`src/rtl/id_ex_stage.sv`:
```
// id_ex_stage: decode-to-execute pipeline register with operand forwarding,
// load-use hazard detection and branch flush.
//
// Ports:
//   clk, rst                     clock and synchronous active-high reset
//   id_*                         decoded instruction fields from the decode stage
//   flush                        branch taken; the instruction entering EX becomes a bubble
//   exm_reg_write/rd/result      EX/MEM forwarding source
//   mwb_reg_write/rd/data        MEM/WB forwarding source
//   stall                        combinational; holds PC and IF/ID for one cycle
//   op1, op2, ex_store_data      forwarded ALU operands and store data
//   ALU_ctrl, ex_*               registered stage contents; control bits gated by ex_valid
//   stall_count                  saturating count of load-use stall cycles
module id_ex_stage #(
   parameter int unsigned Data_Width    = 32,
   parameter int unsigned Address_Width = 5,
   parameter int unsigned Cnt_Width     = 16
) (
   input  logic                     clk,
   input  logic                     rst,
   input  logic                     id_valid,
   input  logic [Address_Width-1:0] id_rs1,
   input  logic [Address_Width-1:0] id_rs2,
   input  logic [Address_Width-1:0] id_rd,
   input  logic [Data_Width-1:0]    id_rs1_data,
   input  logic [Data_Width-1:0]    id_rs2_data,
   input  logic [Data_Width-1:0]    id_imm,
   input  logic                     id_alusrc,
   input  logic                     id_uses_rs2,
   input  logic [3:0]               id_alu_ctrl,
   input  logic                     id_reg_write,
   input  logic                     id_mem_read,
   input  logic                     id_mem_write,
   input  logic                     flush,
   input  logic                     exm_reg_write,
   input  logic [Address_Width-1:0] exm_rd,
   input  logic [Data_Width-1:0]    exm_result,
   input  logic                     mwb_reg_write,
   input  logic [Address_Width-1:0] mwb_rd,
   input  logic [Data_Width-1:0]    mwb_data,
   output logic                     stall,
   output logic [Data_Width-1:0]    op1,
   output logic [Data_Width-1:0]    op2,
   output logic [3:0]               ALU_ctrl,
   output logic [Data_Width-1:0]    ex_store_data,
   output logic                     ex_valid,
   output logic [Address_Width-1:0] ex_rd,
   output logic                     ex_reg_write,
   output logic                     ex_mem_read,
   output logic                     ex_mem_write,
   output logic [Cnt_Width-1:0]     stall_count
);

   // Stored operand fields of the instruction currently in EX
   logic [Address_Width-1:0] ex_rs1_q, ex_rs2_q;
   logic [Data_Width-1:0]    ex_rs1_data_q, ex_rs2_data_q, ex_imm_q;
   logic                     ex_alusrc_q;

   logic                     hazard;
   logic [Data_Width-1:0]    fwd_rs1, fwd_rs2;

   // Load in EX whose destination is read by the instruction in decode.
   always_comb begin
      hazard = ex_valid && ex_mem_read && (ex_rd != '0) && id_valid &&
               ((id_rs1 == ex_rd) || (id_uses_rs2 && (id_rs2 == ex_rd)));
      stall  = hazard && !flush;
   end

   // EX/MEM wins over MEM/WB since it carries the younger result; x0 never forwards.
   always_comb begin
      fwd_rs1 = ex_rs1_data_q;
      if (exm_reg_write && (exm_rd != '0) && (exm_rd == ex_rs1_q)) begin
         fwd_rs1 = exm_result;
      end else if (mwb_reg_write && (mwb_rd != '0) && (mwb_rd == ex_rs1_q)) begin
         fwd_rs1 = mwb_data;
      end

      fwd_rs2 = ex_rs2_data_q;
      if (exm_reg_write && (exm_rd != '0) && (exm_rd == ex_rs2_q)) begin
         fwd_rs2 = exm_result;
      end else if (mwb_reg_write && (mwb_rd != '0) && (mwb_rd == ex_rs2_q)) begin
         fwd_rs2 = mwb_data;
      end
   end

   always_comb begin
      op1           = fwd_rs1;
      op2           = ex_alusrc_q ? ex_imm_q : fwd_rs2;
      ex_store_data = fwd_rs2;
   end

   always_ff @(posedge clk) begin
      if (rst) begin
         ex_valid      <= 1'b0;
         ex_reg_write  <= 1'b0;
         ex_mem_read   <= 1'b0;
         ex_mem_write  <= 1'b0;
         ex_rd         <= '0;
         ALU_ctrl      <= 4'b0000;
         ex_rs1_q      <= '0;
         ex_rs2_q      <= '0;
         ex_rs1_data_q <= '0;
         ex_rs2_data_q <= '0;
         ex_imm_q      <= '0;
         ex_alusrc_q   <= 1'b0;
         stall_count   <= '0;
      end else begin
         if (flush || stall) begin
            // Bubble: only the control bits matter, data fields keep their old values.
            ex_valid     <= 1'b0;
            ex_reg_write <= 1'b0;
            ex_mem_read  <= 1'b0;
            ex_mem_write <= 1'b0;
         end else begin
            ex_valid      <= id_valid;
            ex_reg_write  <= id_valid && id_reg_write;
            ex_mem_read   <= id_valid && id_mem_read;
            ex_mem_write  <= id_valid && id_mem_write;
            ex_rd         <= id_rd;
            ALU_ctrl      <= id_alu_ctrl;
            ex_rs1_q      <= id_rs1;
            ex_rs2_q      <= id_rs2;
            ex_rs1_data_q <= id_rs1_data;
            ex_rs2_data_q <= id_rs2_data;
            ex_imm_q      <= id_imm;
            ex_alusrc_q   <= id_alusrc;
         end

         if (stall && (stall_count != {Cnt_Width{1'b1}})) begin
            stall_count <= stall_count + 1'b1;
         end
      end
   end

endmodule

```
`config.mk`:
```
export PLATFORM = sky130hd
export DESIGN_NAME = id_ex_stage
export DESIGN_NICKNAME = d
export VERILOG_FILES = /design/src/rtl/id_ex_stage.sv
export SDC_FILE = /design/constraint.sdc
export NUM_CORES = 1
export LEC_CHECK = 0
export BUFFER_PORTS_ARGS = -buffer_cell sky130_fd_sc_hd__buf_2
export CAP_MARGIN = 10
export CORE_UTILIZATION = 40
export DETAILED_ROUTE_END_ITERATION = 12
export PLACE_DENSITY_LB_ADDON = 0.2
export SYNTH_ARGS = -nofsm -noshare
export SYNTH_HDL_FRONTEND = slang
export SYNTH_SLANG_ARGS = --single-unit
```
`constraint.sdc`:
```
create_clock -name clk -period 7.6 [get_ports clk]
set_input_delay 1.9 -clock clk [delete_from_list [all_inputs] [get_ports clk]]
set_output_delay 1.9 -clock clk [all_outputs]
set_load 0.02 [all_outputs]
```
==> flow_results.xml <==
<?xml version="1.0" encoding="UTF-8"?>
<metrics>
  <group name="synth">
    <metric name="syn_area" unit="um^2">10400</metric>
    <metric name="post_synth_num_cell_types" unit="">55</metric>
    <metric name="yosys_warnings" unit="">0</metric>
    <metric name="synth-seq-area-share" unit="">0.261</metric>
    <metric name="synth_edf_count" unit="">0</metric>
    <metric name="mean_post_synth_cell_area" unit="um^2">8.31</metric>
    <metric name="synth_async_sr_flop_share" unit="">0</metric>
    <metric name="number_of_nets_produced_by_synthesis" unit="">1455</metric>
    <metric name="synth_ff_type" unit="">sky130_fd_sc_hd__dfxtp_1</metric>
    <metric name="ys_ff_latch" unit="">136</metric>
    <metric name="synth_cells" unit="">1254</metric>
  </group>
  <group name="drt">
    <metric name="drt-pass1-iter-count" unit="">5</metric>
    <metric name="drtAntennaViolNets" unit="">0</metric>
    <metric name="route.final.wire_length" unit="mm">38.7</metric>
    <metric name="detail_route.wl_per_cell" unit="um">21.5</metric>
    <metric name="detail_route.iter0.violations" unit="">866</metric>
    <metric name="total_via_count_after_detailed_routing" unit="">11300</metric>
    <metric name="post_drt_via_cell_ratio" unit="">6.27</metric>
    <metric name="drcViolationCount" unit="">0</metric>
  </group>
  <group name="floorplan">
    <metric name="full_die_area" unit="um^2">26700</metric>
    <metric name="fp.dieH" unit="um">163</metric>
    <metric name="floorplan.initialDensity" unit="">0.410</metric>
    <metric name="rows" unit="">58</metric>
    <metric name="die-width" unit="um">163</metric>
    <metric name="core-area" unit="um^2">25400</metric>
    <metric name="io-pin-count" unit="">326</metric>
  </group>
  <group name="power">
    <metric name="power.ir.vdd_worst" unit="mV">0.122</metric>
    <metric name="p_leak" unit="nW">4.58</metric>
    <metric name="power-per-cell-area" unit="nW/um^2">193</metric>
  </group>
  <group name="sta">
    <metric name="setup_tns" unit="ps">0</metric>
    <metric name="timing_worst_slew_pin_value" unit="ps">1250</metric>
    <metric name="hold_slack" unit="ps">494</metric>
    <metric name="finalSetupViolCount" unit="">0</metric>
    <metric name="rsz0062_at_grt" unit="">false</metric>
    <metric name="relSlewSlack" unit="">0.166</metric>
    <metric name="timing.final.ws_setup" unit="ps">1390</metric>
    <metric name="finalCritPeriodShare" unit="">0.817</metric>
    <metric name="fin_skew" unit="ps">12.5</metric>
    <metric name="timing.fmax" unit="MHz">161</metric>
    <metric name="hold_violations" unit="">0</metric>
    <metric name="timing.final.crit_period" unit="ps">6210</metric>
    <metric name="maxSlewViolCount" unit="">0</metric>
  </group>
  <group name="finish">
    <metric name="post_route_cells_drive_above_1_share" unit="">0.304</metric>
    <metric name="final_nets" unit="">1654</metric>
    <metric name="post_layout_nonfiller_instances" unit="">1801</metric>
    <metric name="area_growth_syn_to_layout" unit="%">20.5</metric>
    <metric name="final.fill_count" unit="">2510</metric>
  </group>
  <group name="grt">
    <metric name="grt_use_met1" unit="">0.379</metric>
    <metric name="grt_pass1_vias" unit="">9901</metric>
    <metric name="grt_antenna_before_repair" unit="">6</metric>
    <metric name="global_route.usage.total" unit="">0.279</metric>
    <metric name="grt.met3_usage" unit="">0.0566</metric>
    <metric name="grt_start_max_net_pins" unit="">121</metric>
    <metric name="globalRouteMet2Util" unit="">0.434</metric>
    <metric name="grt_overflow" unit="">0</metric>
    <metric name="grt_busiest_layer" unit="">met2</metric>
    <metric name="first_pass_grt_wire_length" unit="mm">57.4</metric>
  </group>
  <group name="placed_design">
    <metric name="setup_slack_at_placement" unit="ps">1350</metric>
    <metric name="numPlacedInstances" unit="">1764</metric>
    <metric name="dp.final_hpwl" unit="mm">25.7</metric>
    <metric name="gpl.final_weighted_congestion" unit="">0.843</metric>
    <metric name="port_buffers" unit="">325</metric>
  </group>
  <group name="critical_path">
    <metric name="crit_family" unit="">simple AND/OR/NAND/NOR gates</metric>
    <metric name="worst_path_max_delay_cell" unit="">sky130_fd_sc_hd__or2_4</metric>
    <metric name="endpoint_kind" unit="">output pin</metric>
    <metric name="timing.critical_path.mode_cell" unit="">sky130_fd_sc_hd__buf_2</metric>
    <metric name="worstPathCellList" unit="">buf_2, or4_4, o211ai_4, or2_4, a31oi_4, mux2_2, buf_2</metric>
    <metric name="critical_path.startpoint_type" unit="">input port</metric>
    <metric name="path_buf_inv" unit="">2</metric>
    <metric name="arrival" unit="ps">4310</metric>
    <metric name="critPathMaxStageDelay" unit="ps">740</metric>
    <metric name="worstPathRequired" unit="ps">5700</metric>
    <metric name="crit_fanout" unit="">32</metric>
    <metric name="criticalPathCategory" unit="">in -&gt; out</metric>
  </group>
  <group name="clocking">
    <metric name="post_cts_hold_buffer_count" unit="">0</metric>
    <metric name="numCtsBuffers" unit="">17</metric>
    <metric name="clk_latency" unit="ps">430</metric>
    <metric name="root_buffer" unit="">sky130_fd_sc_hd__clkbuf_16</metric>
    <metric name="ctsResizeCount" unit="">0</metric>
    <metric name="clk_pin_slew_worst_setup_hold_paths" unit="ps">50</metric>
    <metric name="h_tree_depth" unit="">4</metric>
    <metric name="cts_tree" unit="">yes</metric>
    <metric name="numClockSinks" unit="">136</metric>
    <metric name="clock_tree.buffer_depth" unit="">2</metric>
    <metric name="setup_fix_buffers_added_after_clock_tree_synthesis" unit="">0</metric>
  </group>
  <group name="min_path">
    <metric name="worstHoldPathType" unit="">reg -&gt; reg</metric>
  </group>
  <group name="run_status">
    <metric name="run_status" unit="">complete, no violations</metric>
  </group>
  <group name="flow_run">
    <metric name="timing.max_cap.violations" unit="">0</metric>
  </group>
</metrics>
## placed cells by master, fill, tap and decap left out, types with 32 or more instances in the layout
master and n:
sky130_fd_sc_hd__buf_2 323, sky130_fd_sc_hd__nand2_1 182, sky130_fd_sc_hd__dfxtp_1 135, sky130_fd_sc_hd__nor3b_1 116
sky130_fd_sc_hd__a32oi_1 88, sky130_fd_sc_hd__o311ai_1 87, sky130_fd_sc_hd__nor2_1 47, sky130_fd_sc_hd__a21oi_1 39
sky130_fd_sc_hd__nand3_1 38, sky130_fd_sc_hd__nor3_1 36, sky130_fd_sc_hd__mux2_2 33, sky130_fd_sc_hd__mux2i_1 32
## where the power goes
part	internal (mW)	total, mW	leakage, nW	switching [mW]
Clock	0.528	0.881	0.278	0.353
Combinational	0.275	0.689	3.17	0.413
Sequential	0.778	0.851	1.13	0.0728
## cell type report
class	count	area, um^2	share of cell area
multi-input cells	953	7010	0.559
flip-flops and latches	136	2720	0.217
inverters	4	20.0	0.00159
repair buffers	341	1760	0.140
clock inverters	13	170	0.0135
diodes	5	12.5	0.000996
well taps	330	413	0.0329
clock buffers	19	443	0.0353
## state kept, by name, indices dropped and copies added, names as in the netlist
register and count:
ALU_ctrl 4, ex_alusrc_q 1, ex_imm_q 32, ex_mem_read 1, ex_mem_write 1, ex_rd 5, ex_reg_write 1, ex_rs1_data_q 32
ex_rs1_q 5, ex_rs2_data_q 32, ex_rs2_q 5, ex_valid 1, stall_count 16
## worst reg2reg max path, delay by kind of cell, from the launching register on
| family | cells | cell delay, ps |
|---|---|---|
| simple gates | 2 | 330 |
| xor+xnor | 1 | 180 |
| compound gates | 1 | 160 |
| buf+inv | 2 | 1480 |
| flops | 1 | 540 |
| mux | 1 | 350 |
## synthesized netlist by cell type (3+ instances only)
library cell / count / area, um^2
sky130_fd_sc_hd__clkbuf_1: 116 / 435
sky130_fd_sc_hd__or3_1: 5 / 31.3
sky130_fd_sc_hd__a32o_1: 28 / 280
sky130_fd_sc_hd__buf_4: 3 / 22.5
sky130_fd_sc_hd__inv_1: 3 / 11.3
sky130_fd_sc_hd__nand3_1: 38 / 190
sky130_fd_sc_hd__nor3b_1: 116 / 871
sky130_fd_sc_hd__a211o_1: 28 / 245
sky130_fd_sc_hd__buf_2: 33 / 165
sky130_fd_sc_hd__and2_1: 3 / 18.8
sky130_fd_sc_hd__nand2_1: 182 / 683
sky130_fd_sc_hd__xor2_1: 9 / 78.8
sky130_fd_sc_hd__o21ai_0: 6 / 30.0
sky130_fd_sc_hd__nor2b_1: 7 / 43.8
sky130_fd_sc_hd__nor2_1: 47 / 176
sky130_fd_sc_hd__nand4_1: 12 / 75.1
sky130_fd_sc_hd__a32oi_1: 88 / 771
sky130_fd_sc_hd__mux2i_1: 32 / 320
sky130_fd_sc_hd__or4_1: 6 / 45.0
sky130_fd_sc_hd__nor3_1: 36 / 180
sky130_fd_sc_hd__xnor2_1: 21 / 184
sky130_fd_sc_hd__buf_12: 3 / 60.1
sky130_fd_sc_hd__nor4_1: 6 / 37.5
sky130_fd_sc_hd__dfxtp_1: 136 / 2720
sky130_fd_sc_hd__o31ai_1: 5 / 37.5
sky130_fd_sc_hd__mux2_1: 5 / 56.3
sky130_fd_sc_hd__o311ai_1: 87 / 762
sky130_fd_sc_hd__o21ai_1: 30 / 150
sky130_fd_sc_hd__nor4b_1: 28 / 245
sky130_fd_sc_hd__a31oi_4: 30 / 638
sky130_fd_sc_hd__buf_1: 5 / 18.8
sky130_fd_sc_hd__a21oi_1: 39 / 195
sky130_fd_sc_hd__mux2_2: 33 / 372
## kinds of logic (layout without fill, tap and decap cells)
kind of cell	after synthesis	count (layout)	share of synthesized area
AO/OA/AOI/OAI	355	355	0.311
flip-flops	136	136	0.261
adder cells (fa/ha/maj)	1	1	0.00120
multiplexers	70	70	0.0718
XOR/XNOR	30	30	0.0252
buffers and inverters	165	377	0.0699
AND/OR/NAND/NOR	497	497	0.259
other	0	5	0
## metrics by stage
step / cell area, um^2 / util / power, mW
after floorplan: 10400 / - / 1.31
after detailed placement: 11900 / 0.470 / 1.55
final: 12600 / 0.494 / 2.42
after CTS: 12500 / 0.494 / 2.43
after global routing: 12600 / 0.494 / 2.53
after global placement: 11900 / 0.470 / 1.54
## metal layers
layer / wire, um / vias up
met5: 23 / -
met4: 829 / 4
met3: 3040 / 46
met2: 17900 / 520
met1: 17000 / 5416
li1: - / 5302
## path summary, 6_finish.rpt
path                     startpoint                end  slack (ps)  cells past startpoint
setup reg to reg           ex_rd[4]     stall_count[3]        4460                      7
hold reg to reg   ex_rs1_data_q[17]  ex_rs1_data_q[17]         490                      2
setup / recovery          exm_rd[1]             op2[1]        1390                      7
hold / removal    ex_rs1_data_q[17]  ex_rs1_data_q[17]         490                      2
Note: power is estimated with default switching activity, not from simulation.
